$ cat src/rtl/encoder_8b10b.sv
// encoder_8b10b: transmit-side 8b/10b encoder with registered 10-bit output and running
// disparity (RD) tracking. Illegal K requests are encoded as data and flagged.
// Optional feature: define ENCODER_IDLE_COMMA_EN to emit K28.5 idle commas when
// valid_in = 0; otherwise the outputs hold during idle cycles.
// Output bit order is j h g f i e d c b a = [9:0]; bit 0 (a) goes on the wire first.
module encoder_8b10b (
   input  logic       clk,
   input  logic       reset_L,
   input  logic [7:0] data8_in,
   input  logic       k_in,
   input  logic       valid_in,
   output logic [9:0] data10_out,
   output logic       valid_out,
   output logic       rd_out,
   output logic       k_err_out
);

   logic [9:0] data10_q, data10_d;
   logic       valid_q, valid_d;
   logic       rd_q, rd_d;
   logic       k_err_q, k_err_d;

   logic [7:0] enc_byte;
   logic       enc_k;
   logic [4:0] x;
   logic [2:0] y;
   logic       k_legal;
   logic [5:0] c6_neg, c6;     // abcdei, a in bit 5
   logic [3:0] c4_neg, c4;     // fghj, f in bit 3
   logic       unbal6, unbal4;
   logic       rd_mid, rd_fin, use_a7;
   logic [9:0] enc_code;

   // Idle cycles present K28.5 to the encoder; only used when idle commas are enabled.
   always_comb begin
      enc_byte = valid_in ? data8_in : 8'hBC;
      enc_k    = valid_in ? k_in : 1'b1;
   end

   // Combinational 5b/6b then 3b/4b encode from the current RD.
   always_comb begin
      x = enc_byte[4:0];
      y = enc_byte[7:5];
      k_legal = enc_k && ((x == 5'd28) ||
                          ((y == 3'd7) && ((x == 5'd23) || (x == 5'd27) ||
                                           (x == 5'd29) || (x == 5'd30))));

      // RD- column of the 5b/6b table
      unique case (x)
         5'd0:  c6_neg = 6'b100111;
         5'd1:  c6_neg = 6'b011101;
         5'd2:  c6_neg = 6'b101101;
         5'd3:  c6_neg = 6'b110001;
         5'd4:  c6_neg = 6'b110101;
         5'd5:  c6_neg = 6'b101001;
         5'd6:  c6_neg = 6'b011001;
         5'd7:  c6_neg = 6'b111000;
         5'd8:  c6_neg = 6'b111001;
         5'd9:  c6_neg = 6'b100101;
         5'd10: c6_neg = 6'b010101;
         5'd11: c6_neg = 6'b110100;
         5'd12: c6_neg = 6'b001101;
         5'd13: c6_neg = 6'b101100;
         5'd14: c6_neg = 6'b011100;
         5'd15: c6_neg = 6'b010111;
         5'd16: c6_neg = 6'b011011;
         5'd17: c6_neg = 6'b100011;
         5'd18: c6_neg = 6'b010011;
         5'd19: c6_neg = 6'b110010;
         5'd20: c6_neg = 6'b001011;
         5'd21: c6_neg = 6'b101010;
         5'd22: c6_neg = 6'b011010;
         5'd23: c6_neg = 6'b111010;
         5'd24: c6_neg = 6'b110011;
         5'd25: c6_neg = 6'b100110;
         5'd26: c6_neg = 6'b010110;
         5'd27: c6_neg = 6'b110110;
         5'd28: c6_neg = k_legal ? 6'b001111 : 6'b001110;
         5'd29: c6_neg = 6'b101110;
         5'd30: c6_neg = 6'b011110;
         default: c6_neg = 6'b101011;
      endcase

      // RD+ column is the complement for unbalanced codes and for D.7's 111000/000111 pair
      unbal6 = ($countones(c6_neg) != 3);
      c6     = (rd_q && (unbal6 || (x == 5'd7))) ? ~c6_neg : c6_neg;
      rd_mid = rd_q ^ unbal6;

      use_a7 = rd_mid ? ((x == 5'd11) || (x == 5'd13) || (x == 5'd14))
                      : ((x == 5'd17) || (x == 5'd18) || (x == 5'd20));

      if (k_legal) begin
         // K28 4b codes are all RD-/RD+ complements; K.x.7 always use A7
         if (x == 5'd28) begin
            unique case (y)
               3'd0: c4_neg = 4'b1011;
               3'd1: c4_neg = 4'b0110;
               3'd2: c4_neg = 4'b1010;
               3'd3: c4_neg = 4'b1100;
               3'd4: c4_neg = 4'b1101;
               3'd5: c4_neg = 4'b0101;
               3'd6: c4_neg = 4'b1001;
               default: c4_neg = 4'b0111;
            endcase
         end else begin
            c4_neg = 4'b0111;
         end
         unbal4 = ($countones(c4_neg) != 2);
         c4     = rd_mid ? ~c4_neg : c4_neg;
      end else begin
         unique case (y)
            3'd0: c4_neg = 4'b1011;
            3'd1: c4_neg = 4'b1001;
            3'd2: c4_neg = 4'b0101;
            3'd3: c4_neg = 4'b1100;
            3'd4: c4_neg = 4'b1101;
            3'd5: c4_neg = 4'b1010;
            3'd6: c4_neg = 4'b0110;
            default: c4_neg = use_a7 ? 4'b0111 : 4'b1110;
         endcase
         unbal4 = ($countones(c4_neg) != 2);
         // D.x.3 is balanced but still alternates 1100/0011 with RD
         c4     = (rd_mid && (unbal4 || (y == 3'd3))) ? ~c4_neg : c4_neg;
      end

      rd_fin   = rd_mid ^ unbal4;
      enc_code = {c4[0], c4[1], c4[2], c4[3], c6[0], c6[1], c6[2], c6[3], c6[4], c6[5]};
   end

   // Next-state selection between a new symbol, an idle comma, or a hold.
   always_comb begin
      data10_d = data10_q;
      rd_d     = rd_q;
      valid_d  = 1'b0;
      k_err_d  = 1'b0;
      if (valid_in) begin
         data10_d = enc_code;
         rd_d     = rd_fin;
         valid_d  = 1'b1;
         k_err_d  = k_in && !k_legal;
      end else begin
`ifdef ENCODER_IDLE_COMMA_EN
         data10_d = enc_code;
         rd_d     = rd_fin;
`endif
      end
   end

   // Output and RD registers.
   always_ff @(posedge clk or negedge reset_L) begin
      if (!reset_L) begin
         data10_q <= 10'h000;
         valid_q  <= 1'b0;
         rd_q     <= 1'b0;
         k_err_q  <= 1'b0;
      end else begin
         data10_q <= data10_d;
         valid_q  <= valid_d;
         rd_q     <= rd_d;
         k_err_q  <= k_err_d;
      end
   end

   assign data10_out = data10_q;
   assign valid_out  = valid_q;
   assign rd_out     = rd_q;
   assign k_err_out  = k_err_q;

endmodule

$ cat config.mk
export PLATFORM = sky130hd
export DESIGN_NAME = encoder_8b10b
export DESIGN_NICKNAME = d
export VERILOG_FILES = /design/src/rtl/encoder_8b10b.sv
export SDC_FILE = /design/constraint.sdc
export NUM_CORES = 1
export LEC_CHECK = 0
export CAP_MARGIN = 10
export CELL_PAD_IN_SITES_DETAIL_PLACEMENT = 1
export CELL_PAD_IN_SITES_GLOBAL_PLACEMENT = 2
export CORE_ASPECT_RATIO = 1.25
export CORE_MARGIN = 2
export CORE_UTILIZATION = 33
export CTS_BUF_LIST = sky130_fd_sc_hd__clkbuf_4
export CTS_CLUSTER_DIAMETER = 120
export DETAILED_ROUTE_END_ITERATION = 6
export MAX_ROUTING_LAYER = met4
export PLACE_DENSITY_LB_ADDON = 0.1
export SKIP_LAST_GASP = 1
export SYNTH_ARGS = -nofsm -noshare
export SYNTH_HDL_FRONTEND = slang
export SYNTH_SLANG_ARGS = --single-unit
$ cat constraint.sdc
create_clock -name clk -period 3.9 [get_ports clk]
set_input_delay 0.78 -clock clk [delete_from_list [all_inputs] [get_ports clk]]
set_output_delay 0.78 -clock clk [all_outputs]
set_load 0.02 [all_outputs]
# After elaboration in Yosys (flattened, before gate mapping)
# Cells that the tools add are included.
totals:
  in_bits: 12
  output_inout_bits: 13
  register_bits: 13
op_classes:
  reduce_logical: 18
  muxes: 18
  eq_ne: 40
  add_sub_neg: 11
  n_bitwise: 5
op_table:
  columns: ["op", "count"]
  rows:
  - ["one-hot mux 6 bit (31 select lines)", 1]
  - ["== test 5 bit (second input constant)", 15]
  - ["one-hot mux 4 bit (7 select lines)", 2]
  - ["== test 5 x 4 -> 1 bit (second input constant)", 8]
  - ["2-to-1 mux 4 bit", 7]
  - ["== test 5 x 3 -> 1 bit (second input constant)", 4]
  - ["adder 1 x 1 -> 2 bit", 7]
  - ["== test 3 bit (second input constant)", 4]
  - ["== test 5 x 2 -> 1 bit (second input constant)", 2]
  - ["logical OR 1 bit", 10]
  - ["adder 2 x 2 -> 3 bit", 3]
  - ["2-to-1 mux 8 bit", 1]
  - ["NOT 4 bit", 2]
  - ["== test 3 x 2 -> 1 bit (second input constant)", 2]
  - ["2-to-1 mux 1 bit", 6]
  - ["2-to-1 mux 6 bit", 1]
  - ["!= test 3 x 2 -> 1 bit (second input constant)", 2]
  - ["NOT 6 bit", 1]
  - ["== test 5 x 1 -> 1 bit (second input constant)", 1]
  - ["logical AND 1 bit", 5]
  - ["zero test 5 bit", 1]
  - ["adder 3 x 2 -> 4 bit", 1]
  - ["!= test 4 x 2 -> 1 bit (second input constant)", 1]
  - ["== test 3 x 1 -> 1 bit (second input constant)", 1]
  - ["3 further kinds", 4]

# Depth between registers and ports, before layout
# Gate-level depths: netlist of run 1.
logic_depth:
  ltp_word: 26
  ltp_mapped: 27
  mapped_depth_nobuf: 25

# Least setup slack after synthesis of run 1
# OpenSTA, ideal clock, no wires.
synth_path:
  path_kind: "input to register"
  from: "input data8_in[1]"
  to: "register data10_q[9], in the netlist data10_out[9]"
  t_arrival_ns: 6.602
  path_buffers: 2
  setup_slack_ns: -2.780
  setup_time_ns: 0.077
  path_stages: 27
  required_ns: 3.823
  cell_sequence: "buf_4 > buf_2 > nand2_1 > o22ai_1 > a211o_1 > o21bai_1 > inv_1 > fa_1 > fa_1 > inv_1 > ha_1 > inv_1 > fa_1 > nand3b_4 > xnor2_2 > mux2i_2 > nand2_1 > a21o_1 > fa_1 > ha_1 > ha_1 > nor3b_2 > o21a_1 > nor3_1 > a211o_1 > a2bb2oi_1 > a21oi_1"
synth_via:
  elab_chain_cells: 26
  word_cells_on_any_way: 68
  classes_between: "add/sub (8); eq/ne (32); mux (12); bitwise (3); reduce/logical (13)"
synth_lines:
  columns: ["element", "line", "text"]
  rows:
  - ["start: declaration", "9", "input logic [7:0] data8_in,"]
  - ["2-to-1 mux 8 bit *", "36", "enc_byte = valid_in ? data8_in : 8'hBC;"]
  - ["== test 5 bit", "45, 49", null]
  - ["logical OR 1 bit (2 in series)", "45", "((y == 3'd7) && ((x == 5'd23) || (x == 5'd27) ||"]
  - ["logical OR 1 bit", "46", "(x == 5'd29) || (x == 5'd30))));"]
  - ["logical AND 1 bit", "45", null]
  - ["logical OR 1 bit", "44", "k_legal = enc_k && ((x == 5'd28) ||"]
  - ["logical AND 1 bit", "44", null]
  - ["2-to-1 mux 1 bit", "78", "5'd28: c6_neg = k_legal ? 6'b001111 : 6'b001110;"]
  - ["[... 9 more ...]", null, null]
  - ["2-to-1 mux 4 bit", "92", "if (k_legal) begin"]
  - ["adder 1 x 1 -> 2 bit (not written as such)", "121", "unbal4 = ($countones(c4_neg) != 2);"]
  - ["adder 2 x 2 -> 3 bit (not written as such)", "121", null]
  - ["!= test 3 x 2 -> 1 bit", "121", null]
  - ["logical OR 1 bit", "123", "c4 = (rd_mid && (unbal4 || (y == 3'd3))) ? ~c4_neg : c4_neg;"]
  - ["logical AND 1 bit", "123", null]
  - ["2-to-1 mux 4 bit", "123", null]
  - ["2-to-1 mux 4 bit *", "92", null]
  - ["end signal: assignment", "157", "data10_q <= data10_d;"]
  - ["end: declaration", "18", "logic [9:0] data10_q, data10_d;"]
# Mark *: on every way between the ends. The rest lies on a longest branch, timed or not. The select of a mux whose other input is x is not followed.
# A chain may end at the register's enable or synchronous reset.

# Worst setup path after layout of run 1
layout_path:
  from: "input data8_in[2]"
  to: "register data10_q[7], in the netlist data10_out[7]"
# Same word-level chain as after synthesis.

==> results of run 1 <==
==> timing repair <==
action | CTS | global route
gates cloned | 0 | 0
endpoints found under the setup margin | 11 | 11
setup buffers | 13 | 6
pin swaps | 22 | 21
resized for setup | 42 | 16
hold buffers | 0 | 0
==> cells by family after synthesis <==
kind of cell / synth area share [%]
AOI/OAI and AO/OA: 24.0
and+or+nand+nor: 22.9
adders and majority gates: 9.75
DFF: 19.5
xor gates and xnor gates: 9.90
muxes: 6.00
buffers and inverters: 8.02
==> cells in the final DEF (no fill, tap or decap), types with 4 or more instances in the layout <==
cell,count
fa_1,5
o211ai_1,4
nor2_1,15
nand2_1,15
clkbuf_4,4
xnor2_1,12
buf_4,62
mux2_2,5
inv_1,6
nand3_1,8
or3_1,5
clkdlybuf4s50_1,18
dfrtp_1,13
nor2b_1,5
buf_6,6
a21oi_1,10
o21ai_0,8
xor2_1,5
==> worst max-delay path, cell delays in order <==
cell and delay (ns):
buf_2 0.16, nand2_2 0.10, o22ai_2 0.08, a211o_1 0.34
o21bai_2 0.18, inv_1 0.07, fa_1 0.51, fa_1 0.42
inv_1 0.08, ha_2 0.17, inv_2 0.04, fa_1 0.47
nand3b_4 0.21, xnor2_4 0.20, mux2i_2 0.25, nand2_1 0.07
a21o_1 0.17, fa_1 0.47, ha_2 0.22, ha_4 0.26
nor3b_4 0.32, buf_4 0.17, nor2_1 0.05, a211oi_1 0.25
a211oi_1 0.08, a21o_1 0.18
==> state kept, by name (all words and copies together) (netlist names) <==
register / count
data10_out: 10
rd_out: 1
k_err_out: 1
valid_out: 1
==> layer usage <==
layer	vias up	global-route usage (%)	wire length [um]
met5	-	-	0
met4	0	4.82	74
met3	8	2.70	47
met2	12	41.5	3480
met1	939	25.5	2340
li1	900	-	-
==> final timing paths <==
check,from,cells past startpoint,endpoint
hold / removal,data10_out[7],1,data10_out[7]
hold reg to reg,data10_out[7],1,data10_out[7]
min in group asynchronous,reset_L,1,data10_out[2]
max in group asynchronous,reset_L,1,rd_out
setup / recovery,data8_in[2],26,data10_out[7]
setup reg to reg,rd_out,13,data10_out[7]
==> power by group <==
part,switching (W),internal [W]
Sequential,0.0000430,0.000193
Clock,0.0000421,0.0000466
Combinational,0.000406,0.000446
==> cells in the mapped netlist (all sizes together), types with 4 or more instances <==
cell / instances / area (um2)
o21ai: 11 / 58.8
o211ai: 4 / 30.0
or3: 5 / 31.3
inv: 8 / 30.0
fa: 5 / 100
mux2i: 4 / 43.8
nand3: 8 / 40.0
a21oi: 13 / 65.1
xor2: 5 / 43.8
nor2b: 5 / 31.3
a211oi: 4 / 30.0
clkbuf: 6 / 22.5
buf: 13 / 81.3
xnor2: 13 / 121
nand2: 18 / 67.6
mux2: 5 / 56.3
nor2: 17 / 63.8
dfrtp: 13 / 325
ha: 5 / 62.6
==> through the flow <==
step / cell area [um2] / setup slack (ns) / power (W) / hold WS (ns) / TNS [ns]
after floorplan: 1760 / -2.37 / 0.000716 / 0.484 / -13.52
after global routing: 2580 / -2.49 / 0.00126 / 0.541 / -15.04
final: 2580 / -2.25 / 0.00118 / 0.497 / -12.85
after global placement: 2320 / -2.66 / 0.00100 / 0.472 / -18.37
after detailed placement: 2320 / -2.84 / 0.00103 / 0.491 / -19.82
after CTS: 2490 / -2.27 / 0.00116 / 0.509 / -13.08
==> cell type report <==
type | instances | area [um2] | share of cell area [%]
sequential | 13 | 325 | 12.6
timing repair buffer | 93 | 792 | 30.7
clock buffer | 4 | 30.0 | 1.16
multi-input combinational | 166 | 1330 | 51.4
tap | 60 | 75.1 | 2.91
inverter | 8 | 30.0 | 1.16
==> out/results.ini, run 1 <==
[run_status]
status = finished, violations left
violations = setup timing

[timing]
slew_viol_final = 0
hold_viol_final = 0
finClkSkew_ns = 0.000792
finalSetupViolations = 11
max_freq_mhz = 163
fin_crit_ns = 6.15
fin_crit_sh_pct = 158
rsz0062_at_grt = true
timing.slew.headroom_pct = 60.5
tightest_slew_ns = 0.591
fin_ws_ns = -2.25

[worst_setup_path]
path_class = primary input to register
crit_required_ns = 4.07
path_max_fanout = 8
reg2reg_slack_ns = 0.57
worst_setup_path_start_kind = primary input
cp_data_arrival_time_ns = 6.32
critPathCaptureType = register

[floorplan]
die_h_um = 83.5
std_cell_rows = 28
start_util_pct = 34.8
die_area_mm2 = 0.00565
die_x_um = 67.6
core_mm2 = 0.00480
ios = 25

[yosys]
ys_ff_latch = 13
synthCells = 206
synth-edff-count = 0
ys_seq_area_share_pct = 19.5
synthArstFlopShare_pct = 100
synthesis.nets = 228
ys.flop_type = dfrtp_1
synth_area_per_cell_um2 = 8.10
synth.distinct_cells = 54
synthesis.yosys.warnings = 0
syn_area_mm2 = 0.00167

[run]
maxCapViolCount = 0

[power_and_ir_drop]
p_leak_nw = 1.10
power.density_mw_per_mm2 = 456
irDropWorstVdd_v = 0.000412

[min_path]
hold_path_class = register to register

[drt]
wl_per_cell_um = 17.3
num_vias = 1859
ant_nets = 0
drt-pass1-iter-count = 4
drt_iter0_drc = 37
viasPerCell = 5.40
drc = 0
wl_um = 5940

[layout]
layout.nets = 307
drive_gt1_share_pct = 39.1
layout-area-overhead-vs-synth_pct = 54.5
fill_cells = 580
antenna_cells = 0
final_util_pct = 53.7
instances_no_fill = 344

[clock_tree]
cts_inserted_buffers = 3
clock_tree.buffer_depth = 2
path_clk_slew_ns = 0.08
cts-htree-levels = 1
cts_tree = built
insertion_delay_ns = 0.27
root_buffer = clkbuf_4
cts_sinks = 13

[grt]
grt_use_total_pct = 22.7
overflow = 0
antenna_found_initial = 0
grt_max_degree = 24
grt_pass1_wl_um = 9850
grt_pass1_vias = 2080

[placement]
port_buffers = 24
routabilityCongestion = 0.848
dp_cells = 324
hpwl_um = 4530

No activity file was read; power rests on OpenSTA's default activity.
==> run 2, diff against run 1 <==
Settings changed: SLEW_MARGIN from default to 5.
==> results of run 2 <==
Final layout, timing and power as in run 1 (identical DEF).
==> run 3, diff against run 2 <==
Settings changed: ABC_CLOCK_PERIOD_IN_PS from default to 3900.
==> results of run 3 <==
Final layout, timing and power as in run 1 (identical DEF).
